--- config.mk ---
export PLATFORM = sky130hd
export DESIGN_NAME = mem_port_arbiter
export DESIGN_NICKNAME = d
export VERILOG_FILES = /design/src/rtl/mem_port_arbiter.sv
export SDC_FILE = /design/constraint.sdc
export NUM_CORES = 1
export LEC_CHECK = 0
export ABC_AREA = 1
export ABC_CLOCK_PERIOD_IN_PS = 1800
export CAP_MARGIN = 20
export CORE_ASPECT_RATIO = 0.7
export CORE_MARGIN = 2
export CORE_UTILIZATION = 43
export DETAILED_ROUTE_END_ITERATION = 8
export MAX_ROUTING_LAYER = met4
export PLACE_DENSITY = 0.87
export SKIP_CTS_REPAIR_TIMING = 1
export SYNTH_ARGS = -nofsm -noshare
export SYNTH_HDL_FRONTEND = slang
export SYNTH_SLANG_ARGS = --single-unit
export TNS_END_PERCENT = 20
--- constraint.sdc ---
create_clock -name clk -period 1.8 [get_ports clk]
set_input_delay 0.27 -clock clk [delete_from_list [all_inputs] [get_ports clk]]
set_output_delay 0.27 -clock clk [all_outputs]
set_load 0.05 [all_outputs]
--- src/rtl/mem_port_arbiter.sv ---
// mem_port_arbiter
// Round-robin arbiter that shares one memory (separate write and read command
// ports) between NREQ requesters. It issues registered memory commands, tags
// each outstanding read, and routes returning read data back with the
// requester ID.
// Build macro MEM_ARB_LOCK_EN adds the req_lock input and the MAX_LOCK
// parameter. A locked requester keeps the grant for up to MAX_LOCK
// consecutive cycles.

module mem_port_arbiter #(
  parameter int unsigned NREQ   = 2,
  parameter int unsigned AW     = 4,
  parameter int unsigned DW     = 8,
  parameter int unsigned RD_LAT = 1,
  parameter int unsigned IDW    = 3
`ifdef MEM_ARB_LOCK_EN
  ,
  parameter int unsigned MAX_LOCK = 4
`endif
) (
  input  logic                 clk,
  input  logic                 rst,
  input  logic [NREQ-1:0]      req,
  input  logic [NREQ-1:0]      req_we,
  input  logic [NREQ*AW-1:0]   req_addr,
  input  logic [NREQ*DW-1:0]   req_wdata,
`ifdef MEM_ARB_LOCK_EN
  input  logic [NREQ-1:0]      req_lock,
`endif
  output logic [NREQ-1:0]      gnt,
  output logic                 mem_wren,
  output logic [AW-1:0]        mem_wr_addr,
  output logic [DW-1:0]        mem_wr_data,
  output logic                 mem_rden,
  output logic [AW-1:0]        mem_rd_addr,
  input  logic [DW-1:0]        mem_rd_data,
  input  logic                 mem_ovalid,
  output logic                 rsp_valid,
  output logic [IDW-1:0]       rsp_id,
  output logic [DW-1:0]        rsp_data,
  output logic                 err_orphan
);

  // One tag entry is {valid, requester id}.
  localparam int unsigned TW = IDW + 1;
  localparam logic [IDW-1:0] RR_RST = IDW'(NREQ - 1);

  logic [IDW-1:0]      rr_ptr;
  logic [IDW-1:0]      sh_c;
  logic [2*NREQ-1:0]   req_dbl_c;
  logic [NREQ-1:0]     rot_c;
  logic [IDW-1:0]      off_c;
  logic                any_c;
  logic [IDW-1:0]      win_c;
  logic [NREQ-1:0]     onehot_c;
  logic                win_we_c;
  logic [AW-1:0]       win_addr_c;
  logic [DW-1:0]       win_wdata_c;

  logic [IDW-1:0]      issue_id;
  logic [TW-1:0]       tag_in_c;
  logic [RD_LAT*TW-1:0] tag_pipe;
  logic                tag_out_v_c;
  logic [IDW-1:0]      tag_out_id_c;

`ifdef MEM_ARB_LOCK_EN
  localparam int unsigned LCW = $clog2(MAX_LOCK + 1);

  logic                lock_hold;
  logic [IDW-1:0]      lock_id;
  logic [LCW-1:0]      lock_cnt;
  logic                lock_take_c;
  logic [LCW-1:0]      lock_cnt_nxt_c;
  logic                lock_hold_nxt_c;
`endif

  // Round-robin search starting just after the last winner; lock overrides it.
  always_comb begin
    sh_c      = IDW'((32'(rr_ptr) + 32'd1) % NREQ);
    req_dbl_c = {req, req};
    rot_c     = NREQ'(req_dbl_c >> sh_c);
    any_c     = 1'b0;
    off_c     = '0;
    for (int unsigned j = 0; j < NREQ; j++) begin
      if (!any_c && rot_c[j]) begin
        any_c = 1'b1;
        off_c = IDW'(j);
      end
    end
    win_c = IDW'((32'(sh_c) + 32'(off_c)) % NREQ);
`ifdef MEM_ARB_LOCK_EN
    lock_take_c = lock_hold && (|(req & (NREQ'(1) << lock_id)));
    if (lock_take_c) begin
      any_c = 1'b1;
      win_c = lock_id;
    end
`endif
    onehot_c = any_c ? (NREQ'(1) << win_c) : '0;
  end

  // Grant is combinational and held low while reset is asserted.
  always_comb begin
    gnt = rst ? '0 : onehot_c;
  end

  // Select the winning requester's command fields.
  always_comb begin
    win_we_c    = |(req_we & onehot_c);
    win_addr_c  = '0;
    win_wdata_c = '0;
    for (int unsigned i = 0; i < NREQ; i++) begin
      if (onehot_c[i]) begin
        win_addr_c  = win_addr_c  | req_addr[i*AW +: AW];
        win_wdata_c = win_wdata_c | req_wdata[i*DW +: DW];
      end
    end
  end

`ifdef MEM_ARB_LOCK_EN
  // Consecutive-grant count for a locking requester.
  always_comb begin
    lock_cnt_nxt_c  = lock_take_c ? (lock_cnt + LCW'(1)) : LCW'(1);
    lock_hold_nxt_c = any_c && (|(req_lock & onehot_c)) &&
                      (lock_cnt_nxt_c < LCW'(MAX_LOCK));
  end

  // Lock state: owner, hold flag and grant count.
  always_ff @(posedge clk or posedge rst) begin
    if (rst) begin
      lock_hold <= 1'b0;
      lock_id   <= '0;
      lock_cnt  <= '0;
    end else begin
      lock_hold <= lock_hold_nxt_c;
      lock_id   <= win_c;
      lock_cnt  <= lock_hold_nxt_c ? lock_cnt_nxt_c : '0;
    end
  end
`endif

  // Pointer update and registered memory command issue.
  always_ff @(posedge clk or posedge rst) begin
    if (rst) begin
      rr_ptr      <= RR_RST;
      mem_wren    <= 1'b0;
      mem_wr_addr <= '0;
      mem_wr_data <= '0;
      mem_rden    <= 1'b0;
      mem_rd_addr <= '0;
      issue_id    <= '0;
    end else begin
      mem_wren <= any_c && win_we_c;
      mem_rden <= any_c && !win_we_c;
      if (any_c) begin
        rr_ptr <= win_c;
      end
      if (any_c && win_we_c) begin
        mem_wr_addr <= win_addr_c;
        mem_wr_data <= win_wdata_c;
      end
      if (any_c && !win_we_c) begin
        mem_rd_addr <= win_addr_c;
        issue_id    <= win_c;
      end
    end
  end

  // Tag entry enters the pipe on the edge the memory samples the read command.
  always_comb begin
    tag_in_c     = {mem_rden, issue_id};
    tag_out_v_c  = tag_pipe[RD_LAT*TW-1];
    tag_out_id_c = tag_pipe[RD_LAT*TW-2 -: IDW];
  end

  if (RD_LAT == 1) begin : g_tag_lat1
    // Single-stage tag pipe.
    always_ff @(posedge clk or posedge rst) begin
      if (rst) begin
        tag_pipe <= '0;
      end else begin
        tag_pipe <= tag_in_c;
      end
    end
  end else begin : g_tag_latn
    // Multi-stage tag pipe, oldest entry in the top slot.
    always_ff @(posedge clk or posedge rst) begin
      if (rst) begin
        tag_pipe <= '0;
      end else begin
        tag_pipe <= {tag_pipe[(RD_LAT-1)*TW-1:0], tag_in_c};
      end
    end
  end

  // Match returning data to its tag; ovalid without a tag is a sticky error.
  always_ff @(posedge clk or posedge rst) begin
    if (rst) begin
      rsp_valid  <= 1'b0;
      rsp_id     <= '0;
      rsp_data   <= '0;
      err_orphan <= 1'b0;
    end else begin
      rsp_valid <= mem_ovalid && tag_out_v_c;
      if (mem_ovalid && tag_out_v_c) begin
        rsp_id   <= tag_out_id_c;
        rsp_data <= mem_rd_data;
      end
      if (mem_ovalid && !tag_out_v_c) begin
        err_orphan <= 1'b1;
      end
    end
  end

endmodule
==> Word-level counts from Yosys, hierarchy flattened <==
Cells that the tools add are included.
{ "totals": {"register_bits": 33, "word_cells": 37} }
{ "classes": {"add_sub_neg": 2, "shifts": 2, "n_mux": 9, "n_bitwise": 3, "n_reduce_logical": 9} }
{ "op_table": {"columns": ["op", "n"], "rows": [
  ["$mux W8", 2],
  ["$mux W4", 2],
  ["$or A8 B8 Y8", 1],
  ["$logic_and A1 B1 Y1", 5],
  ["$mux W2", 2],
  ["$or A4 B4 Y4", 1],
  ["$shr A4 B1 Y2", 1],
  ["$logic_not A1 Y1", 3],
  ["$mux W1", 3],
  ["$and A2 B2 Y2", 1],
  ["$reduce_or A2 Y1", 1],
  ["$shl A1 B1 Y2 const A", 1],
  ["$add A1 B1 Y1", 1],
  ["$add A1 B1 Y1 const B", 1]
]} }

==> Depth between registers and ports, before layout <==
{ "logic_depth": {"depth_word": 13, "mapped_depth": 8} }

==> Worst setup path after synthesis <==
No wires, ideal clock.
{ "synth_path": {"path_kind": "register to output", "from": "register rr_ptr[0]", "to": "output port gnt[0]", "t_arrival_ps": 1584, "t_required_ps": 1530, "setup_slack_ps": -54, "stages_incl_launch_ff": 6, "cell_sequence": "dfstp_2 -> inv_1 -> a21oi_2 -> buf_4 -> inv_1 -> nor2_1"} }
{ "synth_between": {"elab_chain_len": 10} }
{ "synth_rtl": {"columns": ["element", "line", "text"], "rows": [
  ["start: declaration", "48", "logic [IDW-1:0] rr_ptr;"],
  ["start signal: assignment", "155", "rr_ptr <= win_c;"],
  ["$add A1 B1 Y1 (*)", "79", "sh_c = IDW'((32'(rr_ptr) + 32'd1) % NREQ);"],
  ["$shr A4 B1 Y2", "81", "rot_c = NREQ'(req_dbl_c >> sh_c);"],
  ["$mux W1", "85", "if (!any_c && rot_c[j]) begin"],
  ["$logic_not A1 Y1", "85", null],
  ["$logic_and A1 B1 Y1", "85", null],
  ["$mux W1", "85", null],
  ["$add A1 B1 Y1", "90", "win_c = IDW'((32'(sh_c) + 32'(off_c)) % NREQ);"],
  ["$shl A1 B1 Y2", "98", "onehot_c = any_c ? (NREQ'(1) << win_c) : '0;"],
  ["$mux W2 (*)", "98", null],
  ["$mux W2 (*)", "103", "gnt = rst ? '0 : onehot_c;"],
  ["end: declaration", "30", "output logic [NREQ-1:0] gnt,"]
]} }
Mark *: on every way between the ends. The rest lies on a longest branch, timed or not.

==> Final worst setup path <==
{ "layout_path": {"from": "register mem_wr_data[4]", "to": "output port mem_wr_data[4]"} }
{ "layout_lines": {"columns": ["element", "line", "text"], "rows": [
  ["start: declaration", "33", "output logic [DW-1:0] mem_wr_data,"],
  ["start signal: assignment", "159", "mem_wr_data <= win_wdata_c;"]
]} }
No word-level cell between the ends.

==> metrics.txt <==
required time at the worst-slack endpoint around 1500 ps; total of max-cap violations 0; Top delay family on crit path buffers and inverters; Warnings, synthesis 0; status finished, final reports clean; Max VDD drop 0.5870 mV; setup-violating endpoint count in the final report 0; hold violation count in the final report 0; post-layout total power roughly 0.0026 W; kind of end point of the critical path primary output; highest-count cells in the layout ignoring fill and taps 113 x sky130_fd_sc_hd__nand2_1, 58 x sky130_fd_sc_hd__clkdlybuf4s50_1, 32 x sky130_fd_sc_hd__dfrtp_1, 13 x sky130_fd_sc_hd__buf_4, 7 x sky130_fd_sc_hd__inv_1; gr usage total 20.12%; unrepaired setup endpoints after global routing no; register bit total from synthesis 33; CP Depth 1; Synth Cell Area around 1500 µm²; final worst path period share a little over nine tenths; vias in the first global route 1283; maximum number of pins on one net before global-route repair 34; wire length of the first global-routing pass ~5500 µm; Critical Path Max Stage Delay 820 ps; ANT nets after route 0; worst slack, placed ~85 ps; cells along the critical path clkdlybuf4s50_1; number of buffers created by CTS 5; die height 52.71 µm; DRC viols 0; data arrival time of the critical path approximately 1500 ps; clock period minus worst slack between 1500 and 2000 ps; Cells after Synth 179; number of cell rows 17; via total after detailed routing between 1k and 1.5k; reg2reg end mem_wr_data[2]; CP startpoint kind register; hpwl dp around 2500 µm; Critical path buffers and inverters 1; number of library cell types mapped by synthesis 19; latest clock arrival within the worst-skew pair 280 ps; hold depth 0; length in cells of the worst reg-to-reg path 7; final cell count without fillers roughly 300; Crit-path slowest cell sky130_fd_sc_hd__clkdlybuf4s50_1; area of the core around 3200 µm²; power density of the placed cells approximately 1100 nW/µm²; I/O pin count 72; flop2flop setup slack ~440 ps; leakage power around 1.2 nW; number of sinks on the clock net 33; leading cell type in the layout, fill and taps excluded sky130_fd_sc_hd__nand2_1; starting utilization of the core area 45.69%; diode insertion count for antenna repair 0; number of I/O port buffers 69; RR Startpoint rr_ptr[0]; FMAX 579.7 MHz; layout filler cell count about 260; syn avg cell area around 8.1 µm²; total congestion overflow after global routing 0; path type of the worst min-delay path reg -> reg; CTS H-tree lvls 2; Layout Skew approximately 2.9 ps; path type of the worst setup path reg -> out; startpoint of the worst hold path mem_rden; post-route setup slack 74.91 ps; via density per instance 4.588; Longest Clk Path Bufs 2; Synth-to-Final Area Change 58.88%; proportion of synthesized chip area in sequential cells 56.74%; Routed wire per std cell 11.31 µm; number of antenna violations at the first check in global routing 0; Final TNS setup 0 ps; Die Wd roughly 74 µm; number of detailed-route iterations in the first pass 4; TritonCTS clock tree done; share of post-route cells with drive strength above 1 between 10 and 15%; Routed WL between 3000 and 4000 µm; initial detailed-routing violation count 33; number of nets in the final layout 294; worst-margin pin slew approximately 510 ps; first element of the critical path mem_wr_data[4]; end of the worst hold path tag_pipe[3]; worst hold slack around 380 ps; Die Footprint roughly 3900 µm²; DP Cell Count about 290; Reg clk slew, reported paths about 60 ps; tightest slew margin relative to the limit around two thirds; global placement routability congestion around 0.73; root buf cell sky130_fd_sc_hd__clkbuf_8; largest driver fanout on the critical path 2; final slew viol count 0
-- worst max-delay path by stage --
stage	endpoint
after floorplan	gnt[1]
after global placement	gnt[1]
after detailed placement	gnt[1]
after CTS	rsp_data[5]
after global routing	mem_wr_data[4]
final	mem_wr_data[4]
-- metal layers --
| metal | global-route usage (%) | routed length [µm] | vias up |
|---|---|---|---|
| met3 | 8.462 | 318 | 8 |
| met1 | 23.96 | 1514 | 594 |
| met4 | 8.485 | 63 | 0 |
| met2 | 30.21 | 1430 | 64 |
| li1 | - | - | 683 |
| met5 | - | 0 | - |
-- kinds of logic (layout without fill, tap and decap cells) --
| group | count (synthesis) | in the layout | synth area share, % |
|---|---|---|---|
| DFF | 33 | 33 | 56.74 |
| buffers and inverters | 17 | 93 | 6.438 |
| and+or+nand+nor | 124 | 124 | 34.76 |
| AOI/OAI and AO/OA | 4 | 4 | 1.802 |
| other | 1 | 2 | 0.2573 |
-- cell usage after synthesis --
cell                       count  area (µm²)
sky130_fd_sc_hd__a21oi_1       1       5.000
sky130_fd_sc_hd__a21oi_2       1       8.760
sky130_fd_sc_hd__buf_4         4       30.03
sky130_fd_sc_hd__buf_6         2       22.52
sky130_fd_sc_hd__clkinv_1      1       3.750
sky130_fd_sc_hd__conb_1        1       3.750
sky130_fd_sc_hd__dfrtp_1      32       800.8
sky130_fd_sc_hd__dfstp_2       1       26.28
sky130_fd_sc_hd__inv_1         7       26.28
sky130_fd_sc_hd__inv_2         3       11.26
sky130_fd_sc_hd__nand2_1     113       424.2
sky130_fd_sc_hd__nand2_2       2       12.51
sky130_fd_sc_hd__nand2_4       1       11.26
sky130_fd_sc_hd__nand3_1       1       5.000
sky130_fd_sc_hd__nand3_2       2       20.02
sky130_fd_sc_hd__nor2_1        3       11.26
sky130_fd_sc_hd__nor2_4        2       22.52
sky130_fd_sc_hd__o21ai_1       1       5.000
sky130_fd_sc_hd__o21bai_1      1       7.510
-- power by group --
| part | switching, W | internal (W) |
|---|---|---|
| registers | 0.0000661 | 0.000868 |
| logic | 0.000643 | 0.000335 |
| clock network | 0.000257 | 0.000451 |
| total | 0.000966 | 0.00165 |
-- through the flow --
step                utilization [%]  cell area (µm²)
floorplan                         -             1464
global route                  72.59             2316
global placement              68.86             2197
CTS                           72.51             2313
detailed placement            68.86             2197
finish                        72.59             2316
-- sequential cells by signal, summed over array words and instances (netlist names), 2 cells and up --
signal and cells:
mem_rd_addr 4, mem_wr_addr 4, mem_wr_data 8, rsp_data 8
tag_pipe 2
-- cell type report --
| cell class | count | area (µm²) | area share (%) |
|---|---|---|---|
| Multi-Input combinational cell | 130 | 545.5 | 23.55 |
| Clock buffer | 7 | 86.33 | 3.728 |
| Clock inverter | 1 | 30.03 | 1.297 |
| Inverter | 11 | 41.29 | 1.783 |
| Timing Repair Buffer | 74 | 738.2 | 31.87 |
| Tap cell | 38 | 47.55 | 2.053 |
| Sequential cell | 33 | 827.0 | 35.71 |
No activity file was read; power rests on OpenSTA's default activity.
